===== src/rtl/hazard_scoreboard_unit.sv =====
// Hazard unit for the pipelined OTTER core: MEM/WB forwarding, load-use and
// multi-cycle scoreboard stalls, control-hazard flush and stall/flush counters.
module hazard_scoreboard_unit #(
  parameter int ADDR_W     = 5,
  parameter int MC_TIMEOUT = 64,
  parameter int CNT_W      = 32
) (
  input  logic              CLK,
  input  logic              RST_N,
  input  logic [ADDR_W-1:0] de_adr1,
  input  logic [ADDR_W-1:0] de_adr2,
  input  logic              de_rs1_used,
  input  logic              de_rs2_used,
  input  logic [ADDR_W-1:0] de_rd,
  input  logic              de_regwrite,
  input  logic              de_is_mc,
  input  logic [ADDR_W-1:0] ex_adr1,
  input  logic [ADDR_W-1:0] ex_adr2,
  input  logic              ex_rs1_used,
  input  logic              ex_rs2_used,
  input  logic [ADDR_W-1:0] ex_rd,
  input  logic              ex_is_load,
  input  logic              ex_mc_issue,
  input  logic [ADDR_W-1:0] mem_rd,
  input  logic [ADDR_W-1:0] wb_rd,
  input  logic              mem_regwrite,
  input  logic              wb_regwrite,
  input  logic              mc_done,
  input  logic [1:0]        pc_source,
  output logic [1:0]        fsel1,
  output logic [1:0]        fsel2,
  output logic              STALL,
  output logic              FLUSH,
  output logic              mc_busy,
  output logic              timeout_err,
  output logic [CNT_W-1:0]  stall_count,
  output logic [CNT_W-1:0]  flush_count
);

  localparam int TMO_W = $clog2(MC_TIMEOUT);
  localparam logic [TMO_W-1:0] TMO_LAST = TMO_W'(MC_TIMEOUT - 1);

  typedef enum logic {S_IDLE, S_BUSY} state_t;

  state_t            r_state;
  logic [ADDR_W-1:0] r_pend_rd;
  logic [TMO_W-1:0]  r_tmo_cnt;
  logic              r_timeout_err;
  logic [CNT_W-1:0]  r_stall_count;
  logic [CNT_W-1:0]  r_flush_count;

  logic w_mc_active;
  logic w_lu_stall;
  logic w_raw_stall;
  logic w_waw_stall;
  logic w_str_stall;

  // MEM is the younger producer, so it wins over WB; x0 is never forwarded.
  function automatic logic [1:0] fwd_sel(input logic [ADDR_W-1:0] adr, input logic used);
    logic [1:0] sel;
    sel = 2'b00;
    if (used && mem_regwrite && mem_rd == adr && mem_rd != '0)
      sel = 2'b01;
    else if (used && wb_regwrite && wb_rd == adr && wb_rd != '0)
      sel = 2'b10;
    return sel;
  endfunction

  function automatic logic de_reads(input logic [ADDR_W-1:0] adr);
    return (de_rs1_used && de_adr1 == adr) || (de_rs2_used && de_adr2 == adr);
  endfunction

  assign fsel1 = fwd_sel(ex_adr1, ex_rs1_used);
  assign fsel2 = fwd_sel(ex_adr2, ex_rs2_used);

  assign mc_busy     = (r_state == S_BUSY);
  assign timeout_err = r_timeout_err;
  assign stall_count = r_stall_count;
  assign flush_count = r_flush_count;

  // mc_done frees the scoreboard in its own cycle; the result goes via WB.
  assign w_mc_active = mc_busy && !mc_done;
  assign w_lu_stall  = ex_is_load && ex_rd != '0 && de_reads(ex_rd);
  assign w_raw_stall = w_mc_active && r_pend_rd != '0 && de_reads(r_pend_rd);
  assign w_waw_stall = w_mc_active && de_regwrite && de_rd == r_pend_rd && r_pend_rd != '0;
  assign w_str_stall = de_is_mc && (w_mc_active || ex_mc_issue);

  assign FLUSH = (pc_source != 2'b00);
  // A flushed DE instruction is dead, so it never needs to be held.
  assign STALL = (w_lu_stall || w_raw_stall || w_waw_stall || w_str_stall) && !FLUSH;

  // NOTE: state uses non-blocking assignments so every register sees pre-edge values.
  always_ff @(posedge CLK or negedge RST_N) begin
    if (!RST_N) begin
      r_state       <= S_IDLE;
      r_pend_rd     <= '0;
      r_tmo_cnt     <= '0;
      r_timeout_err <= 1'b0;
    end else begin
      case (r_state)
        S_IDLE: begin
          if (ex_mc_issue) begin
            r_state   <= S_BUSY;
            r_pend_rd <= ex_rd;
            r_tmo_cnt <= '0;
          end
        end
        S_BUSY: begin
          if (mc_done) begin
            r_state   <= S_IDLE;
            r_pend_rd <= '0;
          end else if (r_tmo_cnt == TMO_LAST) begin
            r_state       <= S_IDLE;
            r_pend_rd     <= '0;
            r_timeout_err <= 1'b1;
          end else begin
            r_tmo_cnt <= r_tmo_cnt + 1'b1;
          end
        end
        default: r_state <= S_IDLE;
      endcase
    end
  end

  // Saturating performance counters.
  always_ff @(posedge CLK or negedge RST_N) begin
    if (!RST_N) begin
      r_stall_count <= '0;
      r_flush_count <= '0;
    end else begin
      if (STALL && r_stall_count != '1)
        r_stall_count <= r_stall_count + 1'b1;
      if (FLUSH && r_flush_count != '1)
        r_flush_count <= r_flush_count + 1'b1;
    end
  end

endmodule


===== config.mk =====
export PLATFORM = sky130hd
export DESIGN_NAME = hazard_scoreboard_unit
export DESIGN_NICKNAME = d
export VERILOG_FILES = /design/src/rtl/hazard_scoreboard_unit.sv
export SDC_FILE = /design/constraint.sdc
export NUM_CORES = 1
export LEC_CHECK = 0
export CAP_MARGIN = 5
export CELL_PAD_IN_SITES_DETAIL_PLACEMENT = 0
export CELL_PAD_IN_SITES_GLOBAL_PLACEMENT = 1
export CORE_ASPECT_RATIO = 0.75
export CORE_MARGIN = 2
export CORE_UTILIZATION = 34
export CTS_BUF_LIST = sky130_fd_sc_hd__clkbuf_4 sky130_fd_sc_hd__clkbuf_8
export CTS_CLUSTER_DIAMETER = 30
export DETAILED_ROUTE_END_ITERATION = 10
export GPL_TIMING_DRIVEN = 0
export PLACE_DENSITY = 0.83
export SYNTH_ARGS = -nofsm -noshare
export SYNTH_HDL_FRONTEND = slang
export SYNTH_SLANG_ARGS = --single-unit
export TNS_END_PERCENT = 10

===== constraint.sdc =====
create_clock -name CLK -period 2.1 [get_ports CLK]
set_input_delay 0.315 -clock CLK [delete_from_list [all_inputs] [get_ports CLK]]
set_output_delay 0.315 -clock CLK [all_outputs]
set_load 0.005 [all_outputs]

==> results.py, run 1 <==
metrics = {
    "outcome": {
        "status": "finished, violations left",
        "violations": "negative setup slack",
    },
    "route": {
        "met3WireLength_um": 348,
        "routed_via_density": 4.898,
        "ant_nets": 0,
        "drt_pass1_iterations": 4,
        "drt-met1-wl_um": 5872,
        "wl_per_cell_um": 15.56,
        "num_vias": 3708,
        "routed.top_layer": "met4",
        "first_iter_violations": 168,
        "wirelength_um": 11780,
        "route.met2.wl_um": 5377,
        "route.detailed.drc": 0,
    },
    "synth": {
        "seq_area_frac_synth_pct": 44.32,
        "synthTopCellsByArea": "dfrtp_1, xor2_1, xnor2_1",
        "netlist_top_cells_count": "dfrtp_1, xor2_1, nand2_1, xnor2_1, nor2_1",
        "syn_inst": 438,
        "netlist.area_leader.share_pct": 44.32,
        "avgSynthCellArea_um2": 9.927,
        "ys_ff_latch": 77,
        "synth.most_common_cell": "dfrtp_1",
        "yosysWarnings": 0,
        "synthDistinctLibCells": 40,
        "ys_async_sr_fraction_pct": 100.0,
        "netlist_area_mm2": 0.004348,
        "syn-num-nets": 496,
        "synth-edff-count": 0,
        "synth_top_area_cell": "dfrtp_1",
        "synthFlopType": "dfrtp_1",
    },
    "critical_path": {
        "crit_path_start": "r_pend_rd[0]$_DFFE_PN0P_",
        "crit_arrival_ns": 2.16,
        "r2r_end": "stall_count[22]$_DFFE_PN0P_",
        "path_max_fanout": 3,
        "setup.worst_path.end_class": "output port",
        "r2r-start": "r_pend_rd[0]$_DFFE_PN0P_",
        "startpoint_type": "register",
        "critical_path_required_ns": 1.78,
        "worstRegToRegCells": 8,
        "worstSetupPathType": "reg -> out",
        "crit_end": "STALL",
        "r2r_slack_ns": -0.21,
    },
    "sta": {
        "fin_crit_sh_pct": 117.7,
        "period_needed_ns": 2.473,
        "hold_violations": 0,
        "slew_viol_final": 0,
        "clock_skew_ns": 0.01252,
        "whs_ns": 0.3528,
        "max_slew_margin_pct": 67.76,
        "setup_viol": 35,
        "fmax_ghz": 0.4044,
        "tightestPinTransition_ns": 0.4836,
        "worst_slack_ns": -0.3726,
        "rsz0062_at_grt": "true",
        "tns_ns": -2.706,
    },
    "die": {
        "io-pin-count": 127,
        "core_mm2": 0.01239,
        "start_util_pct": 35.08,
        "rows": 35,
        "die-area_mm2": 0.01372,
        "dieWidth_um": 134.6,
        "die_h_um": 101.9,
    },
    "clock_network": {
        "clock-root-buffer": "clkbuf_8",
        "cts_buffers": 9,
        "cts.path.max_buffers": 2,
        "clock_latency_ns": 0.35,
        "htree_levels": 3,
        "cts_tree": "built",
        "clkTransAtPathRegs_ns": 0.08,
        "cts_sinks": 77,
    },
    "power_and_ir_drop": {
        "p_leak_nw": 2.763,
        "ir_drop_mv": 0.4866,
        "power.density_mw_per_mm2": 648.4,
    },
    "layout": {
        "fillers": 1135,
        "synthToLayoutAreaGrowth_pct": 46.04,
        "antenna_cells": 0,
        "fin_cells": 757,
        "multi_input_area_mm2": 0.002531,
        "regArea_mm2": 0.001941,
        "final_core_util_pct": 51.24,
        "drive_gt1_share_pct": 17.09,
        "layout.nets": 645,
    },
    "global_route": {
        "grt_pass1_wl_um": 19180,
        "antenna_found_initial": 0,
        "grt_usage_pct": 17.77,
        "first_global_vias": 3739,
        "grt_max_degree": 66,
        "overflow": 0,
    },
    "placement": {
        "gp_congestion": 0.8542,
        "place_inst": 730,
        "port_buffers": 125,
        "dp_slack_ns": -1.098,
        "dp_hpwl_um": 8737,
    },
    "min_path": {
        "hold_class": "in -> async",
    },
    "job": {
        "timing.max_cap.violations": 0,
    },
}
[worst max-delay path, cell delays in order, from the launching register on]
cell      delay, ns
dfrtp_2        0.44
or4_4          0.54
nor2_4         0.10
nor3_2         0.06
a221oi_4       0.30
buf_6          0.16
buf_8          0.09
inv_2          0.02
buf_2          0.11
[sequential cells by signal (all words and copies together), names as in the netlist]
| signal | count |
|---|---|
| r_tmo_cnt | 6 |
| timeout_err | 1 |
| flush_count | 32 |
| stall_count | 32 |
| mc_busy | 1 |
| r_pend_rd | 5 |
[per-layer routing]
| metal | track usage (%) | up-vias |
|---|---|---|
| met5 | 0 | - |
| met4 | 5.344 | 0 |
| met3 | 3.274 | 17 |
| met2 | 28.02 | 71 |
| met1 | 25.10 | 1816 |
| li1 | - | 1804 |
[layout make-up]
class	count	area share (%)
timing repair buffer	142	21.67
buffer	9	1.163
sequential	77	30.56
tap	166	3.271
clock buffer	11	2.286
multi-input combinational	341	39.86
clock inverter	4	0.7685
inverter	7	0.4138
[metrics by stage]
step	instance area, um2	total power (W)
after floorplan	4352	0.002315
after global placement	5811	0.002878
after detailed placement	5836	0.002900
after CTS	6222	0.004121
after global routing	6350	0.004373
final	6350	0.004117
[where the power goes]
part | total, W | switching (W) | internal (W)
combinational | 0.00112 | 0.000481 | 0.000640
sequential | 0.00188 | 0.000219 | 0.00166
clock | 0.00112 | 0.000533 | 0.000587
total | 0.00412 | 0.00123 | 0.00288
[kinds of logic (layout without fill, tap and decap cells)]
logic type | Yosys count | after routing | share of synthesized area, %
xor gates and xnor gates | 110 | 110 | 22.16
buffers and inverters | 20 | 173 | 2.072
muxes | 9 | 9 | 2.360
and+or+nand+nor | 203 | 203 | 25.15
DFF | 77 | 77 | 44.32
AOI/OAI and AO/OA | 16 | 16 | 3.079
adders and majority gates | 3 | 3 | 0.8634
[worst min path at each step]
stage	start	end	cells past startpoint
2_1_floorplan	RST_N	flush_count[0]$_DFFE_PN0P_	0
3_3_place_gp	timeout_err$_DFFE_PN0P_	timeout_err$_DFFE_PN0P_	1
3_5_place_dp	RST_N	flush_count[26]$_DFFE_PN0P_	1
4_1_cts	RST_N	flush_count[21]$_DFFE_PN0P_	2
5_1_grt	RST_N	flush_count[25]$_DFFE_PN0P_	2
6_report	RST_N	flush_count[26]$_DFFE_PN0P_	2
[placed cells by master (no fill, tap or decap), types with 3 or more instances in the layout]
cell               n
and2_1             3
and3_1            14
and4_1             4
buf_2              4
buf_4             16
buf_6              4
clkbuf_8          10
clkdlybuf4s50_1  109
dfrtp_1           66
dfrtp_2           11
dlygate4sd2_1     11
inv_1              5
mux2i_1            5
nand2_1           44
nand2b_1           4
nand3_1           27
nand4_1           23
nor2_1            31
nor2_4             3
nor3_1             7
nor3_2             4
nor4_1             4
nor4_2             7
o21ai_0            7
or4_1              3
or4_4              3
xnor2_1           42
xor2_1            68
[timing repair]
action / CTS / global route
hold endpoints to repair: 12 / 0
pin swaps: 11 / 12
setup endpoints to repair: 68 / 58
gates cloned: 0 / 0
hold buffers: 1 / 0
resized for setup: 60 / 33
buffers inserted: 13 / 2
Power figures use the tool's default switching activity.
==> inputs of run 2 (changes only) <==
Settings changed: SLEW_MARGIN set to 10.
==> run 2 against run 1 <==
Net effect:
- the run still ends with negative setup slack left
- non-clock buffer count shrank 2
- combinational power is essentially flat
- global-route usage is essentially flat
- critical path depth is the same
- hold slack gained 0.13 ns
- sequential share of layout area grew 0.089 points
- first-iteration DRC count shrank 8.9%
- worst setup slack lost 0.0070 ns
- highest routed layer unchanged
==> results.py, run 2 (synthesis gave the netlist of run 1 again) <==
metrics = {
    "outcome": {
        "status": "finished, violations left",
        "violations": "negative setup slack",
    },
    "power_and_ir_drop": {
        "combPwrFrac_pct": 26.8,
        "p_leak_nw": 2.732,
        "pwr-share-clk_pct": 27.0,
        "sw_frac_of_total_pct": 29.61,
        "ir_drop_mv": 0.4302,
        "switching_power_w": 0.001212,
        "internal_power_w": 0.002880,
        "pwr-share-seq_pct": 46.2,
        "power.density_mw_per_mm2": 646.6,
    },
    "critical_path": {
        "critical_path_required_ns": 1.78,
        "setup.worst_path.end_class": "output port",
        "path_max_fanout": 3,
        "startpoint_type": "register",
        "crit_arrival_ns": 2.16,
        "crit_slowest_cell": "or4_4",
        "crit_chain": "or4_4 > nor2_4 > nor3_2 > a221oi_4 > buf_6 > buf_8 > inv_2 > buf_2",
        "path_depth": 8,
        "r2r_slack_ns": -0.22,
        "slowest_delay_ns": 0.54,
        "cpLargestDelayFamily": "simple AND/OR/NAND/NOR gates",
        "worstSetupPathType": "reg -> out",
        "path_buf_inv": 4,
        "worstRegToRegCells": 11,
    },
    "placement": {
        "port_buffers": 125,
        "gp_congestion": 0.8542,
        "dp_hpwl_um": 8759,
        "dp_slack_ns": -1.090,
        "place_area_mm2": 0.005828,
    },
    "global_route": {
        "grt_usage_pct": 17.77,
        "overflow": 0,
        "grt_max_degree": 42,
        "first_global_vias": 3749,
        "antenna_found_initial": 0,
        "grt_pass1_wl_um": 19200,
    },
    "layout": {
        "fillers": 1109,
        "layout.nets": 643,
        "antenna_cells": 0,
        "final_common_cell": "clkdlybuf4s50_1",
        "final_cell_mix": "clkdlybuf4s50_1, xor2_1, dfrtp_1, nand2_1, xnor2_1",
        "fin_area_mm2": 0.006327,
        "drive_gt1_share_pct": 16.81,
        "synthToLayoutAreaGrowth_pct": 45.53,
    },
    "route": {
        "wl_per_cell_um": 15.47,
        "num_vias": 3716,
        "first_iter_violations": 153,
        "ant_nets": 0,
        "drt_pass1_iterations": 4,
        "wirelength_um": 11680,
        "routed_via_density": 4.922,
        "route.detailed.drc": 0,
    },
    "clock_network": {
        "clock_latency_ns": 0.35,
        "htree_levels": 3,
        "cts_sinks": 77,
        "cts.path.max_buffers": 2,
        "cts_buffers": 9,
        "cts_tree": "built",
        "clkTransAtPathRegs_ns": 0.08,
        "clock-root-buffer": "clkbuf_8",
    },
    "die": {
        "start_util_pct": 35.08,
        "rows": 35,
        "die-area_mm2": 0.01372,
        "core_mm2": 0.01239,
        "die_h_um": 101.9,
        "io-pin-count": 127,
        "dieWidth_um": 134.6,
    },
    "sta": {
        "slew_viol_final": 0,
        "fin_crit_sh_pct": 118.1,
        "period_needed_ns": 2.480,
        "rsz0062_at_grt": "true",
        "max_slew_margin_pct": 65.52,
        "tightestPinTransition_ns": 0.5172,
        "worst_slack_ns": -0.3796,
        "setup_viol": 33,
        "hold_violations": 0,
        "clock_skew_ns": 0.01107,
        "tns_ns": -3.051,
        "fmax_ghz": 0.4033,
    },
    "job": {
        "timing.max_cap.violations": 0,
    },
    "min_path": {
        "hold_class": "in -> async",
    },
}
[run 2: final cells by class]
| class | instances | area (um2) | area share [%] |
|---|---|---|---|
| well taps | 166 | 207.7 | 3.283 |
| clock buffers | 11 | 145.1 | 2.294 |
| multi-input cells | 341 | 2525 | 39.91 |
| repair buffers | 142 | 1371 | 21.67 |
| flip-flops and latches | 77 | 1939 | 30.65 |
| plain buffers | 7 | 63.81 | 1.009 |
| clock inverters | 4 | 48.80 | 0.7712 |
| inverters | 7 | 26.28 | 0.4153 |
[run 2: path summary, 6_finish.rpt]
path / start / endpoint
min reg2reg: timeout_err$_DFFE_PN0P_ / timeout_err$_DFFE_PN0P_
max in group asynchronous: RST_N / r_pend_rd[3]$_DFFE_PN0P_
max reg2reg: r_pend_rd[3]$_DFFE_PN0P_ / stall_count[9]$_DFFE_PN0P_
max: r_pend_rd[0]$_DFFE_PN0P_ / STALL
min in group CLK: timeout_err$_DFFE_PN0P_ / timeout_err$_DFFE_PN0P_
min: RST_N / stall_count[29]$_DFFE_PN0P_
[run 2: layer usage]
metal  share of wire (%)  global-route usage, %  vias to the layer above
met2                  46                  27.35                       73
met5                   0                      0                        -
met3                 3.3                  3.274                       13
li1                    -                      -                     1815
met4                 1.2                  5.263                        0
met1                  49                  25.67                     1815
[run 2: worst register-to-register path: cells and delay by family, from the launching register on]
| family | cells | cell delay, ns |
|---|---|---|
| buffers and inverters | 4 | 0.55 |
| XOR/XNOR | 2 | 0.31 |
| AO/OA/AOI/OAI | 1 | 0.09 |
| AND/OR/NAND/NOR | 4 | 0.88 |
| flip-flops | 1 | 0.42 |
[run 2: metrics by stage]
step | hold slack [ns] | util (%) | std cells | total power, W
after floorplan | 0.01941 | - | 438 | 0.002315
after global placement | 0.4639 | 46.89 | 729 | 0.002878
after detailed placement | 0.3398 | 47.03 | 730 | 0.002900
after CTS | 0.4931 | 50.05 | 754 | 0.004105
after global routing | 0.5056 | 51.05 | 755 | 0.004353
final | 0.4833 | 51.05 | 755 | 0.004091
[run 2: power by group through the flow]
stage | Sequential (W) | Clock, W | Combinational, W
floorplan | 0.00185 | 0 | 0.000461
global placement | 0.00189 | 0 | 0.000985
detailed placement | 0.00189 | 0 | 0.00101
CTS | 0.00187 | 0.00115 | 0.00108
global route | 0.00192 | 0.00123 | 0.00120
finish | 0.00189 | 0.00111 | 0.00110
[run 2: what timing repair did]
item / in CTS / in global routing
endpoints found under the setup margin: 68 / 65
pin swaps: 9 / 23
setup buffers: 12 / 3
hold buffers: 1 / 0
resized for setup: 60 / 33
endpoints found under the hold margin: 40 / 0
